`config.mk`:
```
export PLATFORM = sky130hd
export DESIGN_NAME = cla16_seq_arbiter
export DESIGN_NICKNAME = d
export VERILOG_FILES = /design/src/rtl/cla16_seq_arbiter_pkg.sv /design/src/rtl/cla16_seq_arbiter_rr_arb2.sv /design/src/rtl/four_bit_cla.sv /design/src/rtl/cla16_seq_arbiter.sv
export SDC_FILE = /design/constraint.sdc
export NUM_CORES = 1
export LEC_CHECK = 0
export CORE_UTILIZATION = 39
export DETAILED_ROUTE_END_ITERATION = 7
export GPL_TIMING_DRIVEN = 1
export PLACE_DENSITY_LB_ADDON = 0.08
export SYNTH_ARGS = -nofsm -noshare
export SYNTH_HDL_FRONTEND = slang
export SYNTH_SLANG_ARGS = --single-unit
export TNS_END_PERCENT = 5
```
`constraint.sdc`:
```
create_clock -name clk -period 1.8 [get_ports clk]
set_input_delay 0.54 -clock clk [delete_from_list [all_inputs] [get_ports clk]]
set_output_delay 0.54 -clock clk [all_outputs]
set_load 0.005 [all_outputs]
```
`src/rtl/cla16_seq_arbiter_pkg.sv`:
```
// Shared definitions for the sequential CLA adder with two-way arbitration.
//   state_t     : sequencing FSM states (IDLE, RUN, DONE)
//   SLICE_W     : width of the shared carry-lookahead slice
//   beat_cnt_w  : beat counter width for a given beat count (never below 1)
package cla16_seq_arbiter_pkg;

    typedef enum logic [1:0] {
        ST_IDLE = 2'd0,
        ST_RUN  = 2'd1,
        ST_DONE = 2'd2
    } state_t;

    localparam int SLICE_W = 4;

    function automatic int beat_cnt_w(input int beats);
        return (beats > 1) ? $clog2(beats) : 1;
    endfunction

    // Beat counter width for the default 16-bit configuration.
    localparam int BEAT_W = beat_cnt_w(16 / SLICE_W);

endpackage

```
`src/rtl/cla16_seq_arbiter_rr_arb2.sv`:
```
// Two-way round-robin arbiter.
//   clk, rst_n : clock, asynchronous active-low reset
//   valid[1:0] : requests
//   enable     : arbitration allowed this cycle (grant forced to 0 otherwise)
//   advance    : a grant is being consumed; the pointer moves past the winner
//   grant[1:0] : one-hot grant, combinational from valid and the pointer
module rr_arb2 (
    input  logic       clk,
    input  logic       rst_n,
    input  logic [1:0] valid,
    input  logic       enable,
    input  logic       advance,
    output logic [1:0] grant
);

    logic rr_ptr_q;
    logic rr_ptr_d;

    always_comb begin
        grant = 2'b00;
        if (enable) begin
            if (valid == 2'b11) begin
                grant = rr_ptr_q ? 2'b10 : 2'b01;
            end else begin
                grant = valid;
            end
        end
    end

    // After serving requester 0 favour 1, and vice versa.
    always_comb begin
        rr_ptr_d = rr_ptr_q;
        if (advance) begin
            rr_ptr_d = grant[0];
        end
    end

    always_ff @(posedge clk or negedge rst_n) begin
        if (!rst_n) begin
            rr_ptr_q <= 1'b0;
        end else begin
            rr_ptr_q <= rr_ptr_d;
        end
    end

endmodule

```
`src/rtl/four_bit_cla.sv`:
```
// Four-bit carry-lookahead adder slice.
//   a, b  : 4-bit operands
//   cin   : carry into bit 0
//   sum   : a + b + cin, low 4 bits
//   gOut  : group generate (slice produces a carry regardless of cin)
//   pOut  : group propagate (slice passes cin through to its carry-out)
module four_bit_cla (
    input  logic [3:0] a,
    input  logic [3:0] b,
    input  logic       cin,
    output logic [3:0] sum,
    output logic       gOut,
    output logic       pOut
);

    logic [3:0] g;
    logic [3:0] p;
    logic [3:0] c;

    assign g = a & b;
    assign p = a ^ b;

    assign c[0] = cin;
    assign c[1] = g[0] | (p[0] & cin);
    assign c[2] = g[1] | (p[1] & g[0]) | (p[1] & p[0] & cin);
    assign c[3] = g[2] | (p[2] & g[1]) | (p[2] & p[1] & g[0]) | (p[2] & p[1] & p[0] & cin);

    assign sum  = p ^ c;
    assign gOut = g[3] | (p[3] & g[2]) | (p[3] & p[2] & g[1]) | (p[3] & p[2] & p[1] & g[0]);
    assign pOut = &p;

endmodule

```
`src/rtl/cla16_seq_arbiter.sv`:
```
// Multi-cycle WIDTH-bit adder built from one shared 4-bit CLA slice, shared
// between two requesters by a round-robin arbiter.
//   clk, rst_n                     : clock, asynchronous active-low reset
//   reqN_valid/ready/a/b/cin       : operation request from requester N
//   res_valid/ready                : result handshake
//   res_id, res_sum, res_cout      : result tag, sum, carry-out
//   busy                           : an operation is in progress or pending
//
// state | meaning
// IDLE  | waiting for a request; ready = grant
// RUN   | one nibble per edge, LS nibble first
// DONE  | result presented until res_ready
module cla16_seq_arbiter
    import cla16_seq_arbiter_pkg::*;
#(
    parameter int WIDTH = 16
) (
    input  logic             clk,
    input  logic             rst_n,
    input  logic             req0_valid,
    output logic             req0_ready,
    input  logic [WIDTH-1:0] req0_a,
    input  logic [WIDTH-1:0] req0_b,
    input  logic             req0_cin,
    input  logic             req1_valid,
    output logic             req1_ready,
    input  logic [WIDTH-1:0] req1_a,
    input  logic [WIDTH-1:0] req1_b,
    input  logic             req1_cin,
    output logic             res_valid,
    input  logic             res_ready,
    output logic             res_id,
    output logic [WIDTH-1:0] res_sum,
    output logic             res_cout,
    output logic             busy
);

    localparam int BEATS = WIDTH / SLICE_W;
    localparam int BW    = beat_cnt_w(BEATS);

    state_t           state_q, state_d;
    logic [BW-1:0]    beat_q;
    logic             carry_q;
    logic [WIDTH-1:0] a_q, b_q, sum_q;
    logic             res_id_q, res_cout_q;

    logic [1:0]         grant;
    logic               arb_en;
    logic               accept;
    logic               last_beat;
    logic [SLICE_W-1:0] slice_sum;
    logic               slice_g, slice_p;
    logic               carry_nxt;
    logic [WIDTH-1:0]   slice_ext;

    rr_arb2 u_arb (
        .clk     (clk),
        .rst_n   (rst_n),
        .valid   ({req1_valid, req0_valid}),
        .enable  (arb_en),
        .advance (accept),
        .grant   (grant)
    );

    // Operands shift right each beat, so the slice always reads the low nibble.
    four_bit_cla u_slice (
        .a    (a_q[SLICE_W-1:0]),
        .b    (b_q[SLICE_W-1:0]),
        .cin  (carry_q),
        .sum  (slice_sum),
        .gOut (slice_g),
        .pOut (slice_p)
    );

    assign carry_nxt = slice_g | (slice_p & carry_q);
    assign last_beat = (beat_q == BW'(BEATS - 1));
    assign accept    = |grant;
    // Each slice result enters at the top; after BEATS shifts nibble 0 is at the bottom.
    assign slice_ext = WIDTH'(slice_sum) << (WIDTH - SLICE_W);

    always_ff @(posedge clk or negedge rst_n) begin
        if (!rst_n) begin
            state_q <= ST_IDLE;
        end else begin
            state_q <= state_d;
        end
    end

    always_comb begin
        state_d = state_q;
        case (state_q)
            ST_IDLE: if (accept)    state_d = ST_RUN;
            ST_RUN:  if (last_beat) state_d = ST_DONE;
            ST_DONE: if (res_ready) state_d = ST_IDLE;
            default:                state_d = ST_IDLE;
        endcase
    end

    // Arbitration is held off during reset so ready reads 0 while rst_n is low.
    always_comb begin
        arb_en    = (state_q == ST_IDLE) && rst_n;
        busy      = (state_q != ST_IDLE);
        res_valid = (state_q == ST_DONE);
    end

    always_ff @(posedge clk or negedge rst_n) begin
        if (!rst_n) begin
            a_q        <= '0;
            b_q        <= '0;
            sum_q      <= '0;
            carry_q    <= 1'b0;
            beat_q     <= '0;
            res_id_q   <= 1'b0;
            res_cout_q <= 1'b0;
        end else if (accept) begin
            a_q      <= grant[1] ? req1_a   : req0_a;
            b_q      <= grant[1] ? req1_b   : req0_b;
            carry_q  <= grant[1] ? req1_cin : req0_cin;
            res_id_q <= grant[1];
            beat_q   <= '0;
        end else if (state_q == ST_RUN) begin
            a_q     <= a_q >> SLICE_W;
            b_q     <= b_q >> SLICE_W;
            sum_q   <= (sum_q >> SLICE_W) | slice_ext;
            carry_q <= carry_nxt;
            beat_q  <= beat_q + BW'(1);
            if (last_beat) begin
                res_cout_q <= carry_nxt;
            end
        end
    end

    assign req0_ready = grant[0];
    assign req1_ready = grant[1];
    assign res_id     = res_id_q;
    assign res_sum    = sum_q;
    assign res_cout   = res_cout_q;

endmodule
```
=== Yosys cells after proc, flatten, opt, wreduce, memory -nomap -nowiden ===
Index checks and enable logic that the tools add are counted.
W data, S select, Z words.

* ROM bits: 0
* Flip-flop bits (word level): 56
* Memories kept: 0
* Latch bits: 0
* Bits of input ports: 71
* Bits in writable memories: 0
* Output and inout bits: 22
* Word-level logic and storage cells: 74

* Shifts and indexed selects: 0
* Divide/modulo/power cells: 0
* Multipliers: 0
* Reductions and logical operators: 9
* $add $sub $neg: 1
* $lt $le $gt $ge: 0
* Equality and inequality tests: 7
* Multiplexer cells: 18
* Bitwise gates (word level): 30

{| class="wikitable"
|+ Operators with widths
! kind !! count
|-
| $mux W16 || 6
|-
| $mux W2 || 8
|-
| $or A12 B16 Y16 || 1
|-
| $and A1 B1 Y1 || 15
|-
| $or A1 B1 Y1 || 10
|-
| $xor A4 B4 Y4 || 2
|-
| $eq A2 B2 Y1 const B || 3
|-
| $pmux W2 S3 || 1
|-
| $reduce_and A3 Y1 || 2
|-
| $and A4 B4 Y4 || 1
|-
| $ne A2 B2 Y1 const B || 2
|-
| $reduce_and A4 Y1 || 1
|-
| $reduce_bool A2 Y1 || 2
|-
| $mux W1 || 3
|-
| $add A2 B1 Y2 const B || 1
|-
| $eq A2 B1 Y1 const B || 1
|-
| $logic_not A2 Y1 || 1
|-
| $ne A2 B1 Y1 const B || 1
|-
| $reduce_and A2 Y1 || 1
|-
| $reduce_or A2 Y1 || 1
|-
| $logic_and A1 B1 Y1 || 1
|-
| $not A1 Y1 || 1
|}

=== Longest topological paths before layout ===
Gate-level depths: netlist of the first run.

* Depth after elaboration: 8
* Gate-level depth with buffers: 6
* Mapped depth without buffers: 5

=== Cells and area by module ===
A second synthesis of the first run with hierarchy kept.

* Cells, all modules: 245
* Area total of the unflattened synthesis: 2817.7 µm²

{| class="wikitable"
|+ Modules (own cells, without submodules)
! module !! area each (µm²) !! instances !! cells each
|-
| cla16_seq_arbiter || 2582.5 || 1 || 216
|-
| four_bit_cla || 170.2 || 1 || 21
|-
| rr_arb2 || 65.1 || 1 || 8
|}

=== Least setup slack after synthesis of the first run ===
Ideal clock, no wire load.

* Path type: in2out
* Start point: input port rst_n
* End point: output port req1_ready
* Data arrival time: 1.204 ns
* Buffers on the path: 1
* Path slack: 0.056 ns
* Cell stages on the path: 4
* Required time: 1.260 ns
* Path through: nor3b_4 > nand3_4 > clkinv_2 > buf_4

* Cells in the longest elaborated chain, start to end: 2

{| class="wikitable"
|+ Ends and longest elaborated chain
! element !! RTL line !! RTL
|-
| from (decl) || cla16_seq_arbiter.sv:19 || <nowiki>input logic rst_n,</nowiki>
|-
| $logic_and A1 B1 Y1 || cla16_seq_arbiter.sv:101 || <nowiki>arb_en = (state_q == ST_IDLE) && rst_n;</nowiki>
|-
| $mux W2 || cla16_seq_arbiter_rr_arb2.sv:21 || <nowiki>if (enable) begin</nowiki>
|-
| to (decl) || cla16_seq_arbiter.sv:26 || <nowiki>output logic req1_ready,</nowiki>
|}

Every way passes these cells.

=== Worst setup path in the final report of the first run ===
* Start point: register state_q[0]
* End point: output port req1_ready

* Cells in the longest elaborated chain, start to end: 3

{| class="wikitable"
|+ Ends and longest elaborated chain
! element !! RTL line !! RTL
|-
| from (decl) || cla16_seq_arbiter.sv:41 || <nowiki>state_t state_q, state_d;</nowiki>
|-
| from (signal assigned) || cla16_seq_arbiter.sv:85 || <nowiki>state_q <= state_d;</nowiki>
|-
| $logic_not A2 Y1 || cla16_seq_arbiter.sv:101 ||
|-
| $logic_and A1 B1 Y1 || cla16_seq_arbiter.sv:101 ||
|-
| $mux W2 || cla16_seq_arbiter_rr_arb2.sv:21 ||
|}

Every way passes these cells.

==> flow_metrics.py, run 1 <==
metrics = {
    "logic_synthesis": {
        "synthMostInstantiatedCell": "nand2_1",
        "netlist_instances": 338,
        "synth_nets": 415,
        "avgSynthCellArea_um2": 8.451,
        "yosysTopAreaCell": "dfrtp_1",
        "seq_area_frac_synth_pct": 49.06,
        "synth_edf_count": 0,
        "ys_ff_latch": 56,
        "synthFlopType": "dfrtp_1",
        "yosysWarningCount": 0,
        "syn_area_um2": 2856,
        "synthTopCellsByArea": "dfrtp_1 (49%), nand2_1 (18%), a31oi_1 (5.5%)",
        "synth.distinct_cells": 31,
        "synth_top_cell_area_share_pct": 49.06,
        "synthTopCellsByCount": "nand2_1 (135), dfrtp_1 (56), a31oi_1 (25), and3_1 (25), buf_2 (14)",
        "async_reset_ff_share_pct": 100.0,
    },
    "floorplan": {
        "rows": 30,
        "io_pins": 93,
        "die_height_um": 87.58,
        "start_util_pct": 41.14,
        "core_um2": 6944,
        "die_w_um": 87.58,
        "die_area_um2": 7670,
    },
    "placed_design": {
        "place_ws_ns": -0.5341,
        "dpl.hpwl_mm": 4.948,
        "port_buffers": 92,
        "routabilityCongestion": 0.8020,
        "place_area_um2": 4000,
    },
    "run": {
        "maxCapViolations": 0,
    },
    "final_layout": {
        "final_core_util_pct": 59.73,
        "nets": 513,
        "drive_gt1_share_pct": 9.611,
        "n_antenna_cell": 0,
        "postLayoutCellArea_um2": 4148,
        "area.growth.synth_to_final_pct": 45.20,
    },
    "clocking": {
        "htree_levels": 2,
        "clkSlewWorstSetupHoldPaths_ns": 0.10,
        "cts_tree": "yes",
        "holdBufCountCts": 0,
        "cts_buffer_depth": 2,
        "clkSinkCount": 56,
        "root_buffer": "clkbuf_8",
        "numCtsBuffers": 5,
        "worstSkewPairLatency_ns": 0.31,
    },
    "critical_path": {
        "cp.required_ns": 1.26,
        "r2r-start": "state_q[0]$_DFFE_PN0P_",
        "arrival_ns": 1.38,
        "endpoint_kind": "output pin",
        "crit_start": "state_q[0]$_DFFE_PN0P_",
        "regToRegEndpoint": "carry_q$_DFFE_PN0P_",
        "cp_max_fo": 3,
        "critPathCapture": "req1_ready",
        "startpoint_type": "flip-flop",
        "critPathKind": "flip-flop to output pin",
        "regToRegSetupSlack_ns": 0.08,
        "ff2ff_path_depth": 6,
    },
    "timing": {
        "fmax_mhz": 520.4,
        "hold_violations": 0,
        "holdWs_ns": 0.4157,
        "final.setup.worst_slack_ns": -0.1215,
        "clock_skew_ns": 0.006620,
        "slew_headroom_pct": 52.91,
        "finalCritPeriodShare_pct": 106.7,
        "grt_setup_unrepaired": "true",
        "fin_crit_ns": 1.921,
        "setup_viol": 2,
        "slew_violations": 0,
        "worst_pin_slew_ns": 0.7064,
    },
    "global_routing": {
        "grt_pass1_vias": 2643,
        "grt_max_degree": 57,
        "grt_pass1_wl_mm": 12.11,
        "grt_use_total_pct": 20.30,
        "antenna_found_initial": 0,
        "overflow": 0,
    },
    "pwr": {
        "ir_worst_vdd_v": 0.0004996,
        "power_leakage_nw": 1.979,
        "powerDensity_nw_per_um2": 1581,
        "design_power_total_mw": 6.557,
    },
    "hold_path": {
        "hold_path_class": "input port to async pin",
    },
    "detailed_routing": {
        "wl_per_cell_um": 13.41,
        "drc": 0,
        "num_vias": 2645,
        "via_per_inst": 4.962,
        "antenna_left": 0,
        "routed_wl_mm": 7.148,
        "first_pass_iters": 4,
        "drt_first_iter_violations": 91,
    },
    "run_status": {
        "status": "complete, but fails checks",
        "violations": "negative setup slack",
    },
}
## critical path, cell delays in order (launching register included)
cell,delay (ns)
dfrtp_1,0.43
nor3b_4,0.25
buf_6,0.14
nand3_4,0.10
clkinv_4,0.07
buf_6,0.08
## what timing repair did
item | 4_1_cts | 5_1_grt
pin swaps | 3 | 2
resized for setup | 23 | 5
setup buffers | 2 | 1
setup endpoints to repair | 4 | 7
## metal layers
metal	GRT usage (%)	wire [um]	vias to the layer above
met5	0	0	-
met4	5.067	64	0
met3	4.241	319	5
met2	35.30	3456	67
met1	25.91	3307	1243
li1	-	-	1330
## where the power goes
group	internal, mW	switching [mW]	leakage (nW)
combinational	1.79	1.71	1.23
clock	0.414	0.406	0.0552
sequential	1.88	0.358	0.696
## placed cells by master (no fill, tap or decap), types with 3 or more instances in the layout
cell type	Yosys	final
and3_1	25	25
nand3_1	9	9
mux2i_1	9	9
clkbuf_8	0	5
nand2_1	135	135
nor2_1	4	4
buf_6	0	5
clkdlybuf4s50_1	0	83
inv_1	6	6
dfrtp_1	56	56
ha_1	5	5
buf_2	14	3
a31oi_1	25	25
buf_4	2	13
o21ai_1	5	4
buf_12	0	5
a211oi_1	3	3
o21ai_0	11	11
## area by class of cell
class                   instances  area, um2
repair buffers                114       1147
flip-flops and latches         56       1401
inverters                       7      31.28
well taps                      96      120.1
multi-input cells             252       1340
fillers                       655       2796
clock buffers                   6      72.57
clock inverters                 2      35.03
## kinds of logic after synthesis
kind of cell / count (synthesis) / synth area share (%)
XOR/XNOR: 2 / 0.6133
adder cells (fa/ha/maj): 6 / 2.891
flip-flops: 56 / 49.06
buffers and inverters: 30 / 4.862
AND/OR/NAND/NOR: 182 / 28.03
AO/OA/AOI/OAI: 53 / 11.39
multiplexers: 9 / 3.154
## state kept, by name, summed over array words and instances (netlist names)
name	flops
b_q	16
res_sum	16
res_id	1
a_q	16
carry_q	1
res_cout	1
state_q	2
u_arb.rr_ptr_q	1
beat_q	2
## through the flow
stage | instances | setup TNS [ns]
finish | 533 | -0.1622
global route | 533 | -0.3067
CTS | 532 | -0.2484
detailed placement | 522 | -9.545
global placement | 522 | -8.424
floorplan | 338 | 0
## worst min path at each step
stage / endpoint / slack [ns] / cells after the start
after floorplan: a_q[0]$_DFFE_PN0P_ / 0.24 / 0
after global placement: res_sum[2]$_DFFE_PN0P_ / 0.46 / 2
after detailed placement: res_sum[2]$_DFFE_PN0P_ / 0.47 / 2
after CTS: res_sum[7]$_DFFE_PN0P_ / 0.46 / 2
after global routing: res_sum[3]$_DFFE_PN0P_ / 0.49 / 2
final: res_sum[7]$_DFFE_PN0P_ / 0.42 / 2
Power figures use the tool's default switching activity.
==> run 2, diff against run 1 <==
==> constraint.sdc (replaced) <==
create_clock -name clk -period 1.8 [get_ports clk]
set_input_delay 0.36 -clock clk [delete_from_list [all_inputs] [get_ports clk]]
set_output_delay 0.36 -clock clk [all_outputs]
set_load 0.005 [all_outputs]
==> flow_metrics.py, run 2 (synthesis gave the netlist of run 1 again) <==
metrics = {
    "hold_path": {
        "hold_path_class": "input port to async pin",
    },
    "pwr": {
        "p_int_mw": 3.937,
        "ir_worst_vdd_v": 0.0005052,
        "seqPwrFrac_pct": 35.0,
        "design_power_total_mw": 6.388,
        "comb_power_share_pct": 53.8,
        "power_leakage_nw": 1.938,
        "p_sw_mw": 2.451,
        "powerDensity_nw_per_um2": 1556,
        "clkPwrFrac_pct": 11.2,
        "p_sw_share_pct": 38.37,
    },
    "timing": {
        "slew_headroom_pct": 52.72,
        "fin_tns_setup_ns": 0,
        "fin_crit_ns": 1.792,
        "setup_viol": 0,
        "fmax_mhz": 558.1,
        "hold_violations": 0,
        "grt_setup_unrepaired": "true",
        "worst_pin_slew_ns": 0.7092,
        "final.setup.worst_slack_ns": 0.008050,
        "slew_violations": 0,
        "clock_skew_ns": 0.002509,
        "finalCritPeriodShare_pct": 99.55,
    },
    "run": {
        "maxCapViolations": 0,
    },
    "floorplan": {
        "io_pins": 93,
        "die_height_um": 87.58,
        "start_util_pct": 41.14,
        "rows": 30,
        "die_w_um": 87.58,
        "core_um2": 6944,
        "die_area_um2": 7670,
    },
    "clocking": {
        "cts_tree": "yes",
        "root_buffer": "clkbuf_8",
        "worstSkewPairLatency_ns": 0.30,
        "clkSlewWorstSetupHoldPaths_ns": 0.10,
        "cts_buffer_depth": 2,
        "numCtsBuffers": 5,
        "htree_levels": 2,
        "clkSinkCount": 56,
    },
    "final_layout": {
        "area.growth.synth_to_final_pct": 43.76,
        "drive_gt1_share_pct": 9.195,
        "final_common_cell": "nand2_1",
        "nets": 511,
        "postLayoutCellArea_um2": 4106,
        "multi_input_area_um2": 1338,
        "fillers": 638,
        "final_core_util_pct": 59.14,
        "final_cell_mix": "nand2_1 (135), clkdlybuf4s50_1 (87), dfrtp_1 (56)",
        "n_antenna_cell": 0,
        "layout.area.seq_um2": 1401,
    },
    "detailed_routing": {
        "drc": 0,
        "routed_wl_mm": 7.181,
        "drt_first_iter_violations": 98,
        "first_pass_iters": 4,
        "antenna_left": 0,
        "num_vias": 2636,
        "via_per_inst": 4.964,
        "wl_per_cell_um": 13.52,
    },
    "global_routing": {
        "antenna_found_initial": 0,
        "grt_use_total_pct": 20.07,
        "grt_pass1_wl_mm": 11.81,
        "overflow": 0,
        "grt_pass1_vias": 2585,
        "grt_max_degree": 57,
    },
    "run_status": {
        "status": "finished clean",
    },
    "placed_design": {
        "routabilityCongestion": 0.8008,
        "place_ws_ns": -0.1858,
        "place_area_um2": 3978,
        "port_buffers": 92,
        "dpl.hpwl_mm": 4.955,
    },
    "critical_path": {
        "arrival_ns": 1.43,
        "ff2ff_path_depth": 5,
        "regToRegSetupSlack_ns": 0.15,
        "r2r-start": "a_q[3]$_DFFE_PN0P_",
        "cp_max_fo": 4,
        "cp.required_ns": 1.44,
        "critPathKind": "flip-flop to output pin",
        "endpoint_kind": "output pin",
        "regToRegEndpoint": "carry_q$_DFFE_PN0P_",
        "startpoint_type": "flip-flop",
    },
}
[run 2: worst max-delay path, stage by stage (launching register included)]
cell	delay, ns
dfrtp_1	0.42
buf_4	0.16
or2_2	0.28
dlygate4sd2_1	0.26
[run 2: stage by stage]
step,cells,hold WS (ns)
after floorplan,338,0.06441
after global placement,519,0.4581
after detailed placement,519,0.4612
after CTS,531,0.2735
after global routing,531,0.3021
final,531,0.2435
[run 2: final cells by class]
cell class              instances  share of cell area, %
multi-input cells             252                  32.57
flip-flops and latches         56                  34.13
well taps                      96                  2.925
clock buffers                   6                  2.011
clock inverters                 2                 0.2438
inverters                       7                 0.7617
repair buffers                112                  27.36
[run 2: power groups by stage]
stage | clock network, mW | registers, mW | logic (mW)
2_1_floorplan | 0 | 2.21 | 2.11
3_3_place_gp | 0 | 2.25 | 3.37
3_5_place_dp | 0 | 2.27 | 3.43
4_1_cts | 0.737 | 2.25 | 3.48
5_1_grt | 0.766 | 2.31 | 3.90
6_report | 0.713 | 2.24 | 3.44
[run 2: routing by layer]
layer	share of wire, %	track usage [%]
met1	44	24.74
met2	50	36.15
met3	4.7	3.393
met4	1.0	5.812
met5	0	0
[run 2: how the worst max path moves through the flow]
stage,from,endpoint,slack [ns]
after floorplan,a_q[3]$_DFFE_PN0P_,carry_q$_DFFE_PN0P_,0.28
after global placement,req0_valid,req1_ready,-0.16
after detailed placement,req1_valid,req0_ready,-0.19
after CTS,state_q[1]$_DFFE_PN0P_,req0_ready,-0.03
after global routing,state_q[0]$_DFFE_PN0P_,busy,-0.03
final,state_q[0]$_DFFE_PN0P_,busy,0.008
[run 2: repair_timing]
| action | in CTS | in global routing |
|---|---|---|
| endpoints found under the hold margin | 0 | 0 |
| resized for setup | 12 | 3 |
| pin swaps | 3 | 1 |
| hold buffers | 0 | 0 |
| setup buffers | 4 | 0 |
| setup endpoints to repair | 4 | 4 |
==> run 3, diff against run 2 <==
- MAX_ROUTING_LAYER: default -> met4
- SKIP_CTS_REPAIR_TIMING: default -> 1
==> flow_metrics.py, run 3 (synthesis gave the netlist of run 1 again) <==
metrics = {
    "run_status": {
        "status": "complete, but fails checks",
        "violations": "negative setup slack",
    },
    "global_routing": {
        "gr-usage-met1_pct": 24.50,
        "grt_max_degree": 57,
        "grt_pass1_wl_mm": 11.70,
        "grt_pass1_vias": 2562,
        "antenna_found_initial": 0,
        "use_met3_pct": 3.299,
        "busiest_layer": "met2",
        "grt_use_met2_pct": 35.72,
        "grt_use_total_pct": 20.49,
        "overflow": 0,
    },
    "placed_design": {
        "routabilityCongestion": 0.8124,
        "place_inst": 519,
        "port_buffers": 92,
        "dpl.hpwl_mm": 4.955,
    },
    "critical_path": {
        "worstPathCellList": "nor3b_4, buf_4, buf_6, and3_4, buf_6",
        "crit_cells": 5,
        "arrival_ns": 1.54,
        "cp.required_ns": 1.44,
        "ff2ff_path_depth": 5,
        "startpoint_type": "flip-flop",
        "cp_max_fo": 3,
        "cp_slowest_stage_delay_ns": 0.42,
        "cp_slowest_cell": "dfrtp_1",
        "cp_top_family": "simple AND/OR/NAND/NOR gates",
        "path_buf_inv": 3,
        "crit_top_cell": "buf_6",
        "endpoint_kind": "output pin",
        "critPathKind": "flip-flop to output pin",
    },
    "final_layout": {
        "area.growth.synth_to_final_pct": 43.89,
        "final_cell_mix": "nand2_1 (135), clkdlybuf4s50_1 (88), dfrtp_1 (56)",
        "n_antenna_cell": 0,
        "drive_gt1_share_pct": 8.756,
        "nets": 510,
        "final_cell_count_no_fill": 530,
        "final_core_util_pct": 59.19,
        "final_common_cell": "nand2_1",
    },
    "clocking": {
        "numCtsBuffers": 5,
        "htree_levels": 2,
        "clkSinkCount": 56,
        "cts_tree": "yes",
        "worstSkewPairLatency_ns": 0.30,
        "root_buffer": "clkbuf_8",
        "clkSlewWorstSetupHoldPaths_ns": 0.10,
        "cts_buffer_depth": 2,
    },
    "floorplan": {
        "die_height_um": 87.58,
        "core_um2": 6944,
        "rows": 30,
        "start_util_pct": 41.14,
        "die_area_um2": 7670,
        "die_w_um": 87.58,
        "io_pins": 93,
    },
    "timing": {
        "fin_crit_ns": 1.900,
        "clock_skew_ns": 0.002956,
        "worst_pin_slew_ns": 0.7208,
        "holdWs_ns": 0.2509,
        "slew_headroom_pct": 51.95,
        "slew_violations": 0,
        "hold_violations": 0,
        "final.setup.worst_slack_ns": -0.1002,
        "setup_viol": 2,
        "fmax_mhz": 526.3,
        "grt_setup_unrepaired": "true",
        "finalCritPeriodShare_pct": 105.6,
    },
    "detailed_routing": {
        "num_vias": 2607,
        "via_per_inst": 4.919,
        "wl_per_cell_um": 13.53,
        "first_pass_iters": 4,
        "routed_wl_mm": 7.169,
        "antenna_left": 0,
        "drt_first_iter_violations": 113,
        "drc": 0,
    },
    "pwr": {
        "ir_worst_vdd_v": 0.0004989,
        "powerDensity_nw_per_um2": 1550,
        "power_leakage_nw": 1.950,
    },
    "run": {
        "maxCapViolations": 0,
    },
    "hold_path": {
        "hold_path_class": "input port to async pin",
    },
}
[run 3: metrics by stage]
stage          power, mW  instance area [um2]  worst slack (ns)  setup TNS [ns]
2_1_floorplan      4.322                 2856            0.2796               0
3_3_place_gp       5.614                 3978           -0.1577          -1.321
3_5_place_dp       5.706                 3978           -0.1858          -1.850
4_1_cts            6.431                 4070           -0.3690          -1.041
5_1_grt            6.983                 4110           -0.1938         -0.3750
6_report           6.371                 4110           -0.1002         -0.1892
[run 3: cell type report]
type | instances | area [um2]
tap | 96 | 120.1
timing repair buffer | 111 | 1131
inverter | 7 | 27.53
clock buffer | 6 | 82.58
multi-input combinational | 252 | 1338
sequential | 56 | 1401
clock inverter | 2 | 10.01
fill | 648 | 2834
[run 3: path summary, 6_finish.rpt]
check                                         end              startpoint  slack (ns)
min reg2reg                res_sum[2]$_DFFE_PN0P_  res_sum[2]$_DFFE_PN0P_        0.48
max reg2reg                   carry_q$_DFFE_PN0P_      a_q[3]$_DFFE_PN0P_        0.15
max                                    req0_ready  state_q[1]$_DFFE_PN0P_       -0.10
max in group asynchronous      a_q[8]$_DFFE_PN0P_                   rst_n        1.08
min                        res_sum[3]$_DFFE_PN0P_                   rst_n        0.25
min in group clk           res_sum[2]$_DFFE_PN0P_  res_sum[2]$_DFFE_PN0P_        0.48
[run 3: power breakdown]
part	switching, mW	internal [mW]
combinational	1.67	1.76
sequential	0.358	1.88
clock	0.403	0.309
total	2.43	3.94
[run 3: routing by layer]
metal / part of all wire (%) / up-vias
met4: 0.84 / 0
li1: - / 1317
met1: 44 / 1217
met2: 51 / 69
met3: 4.5 / 4
met5: 0 / -
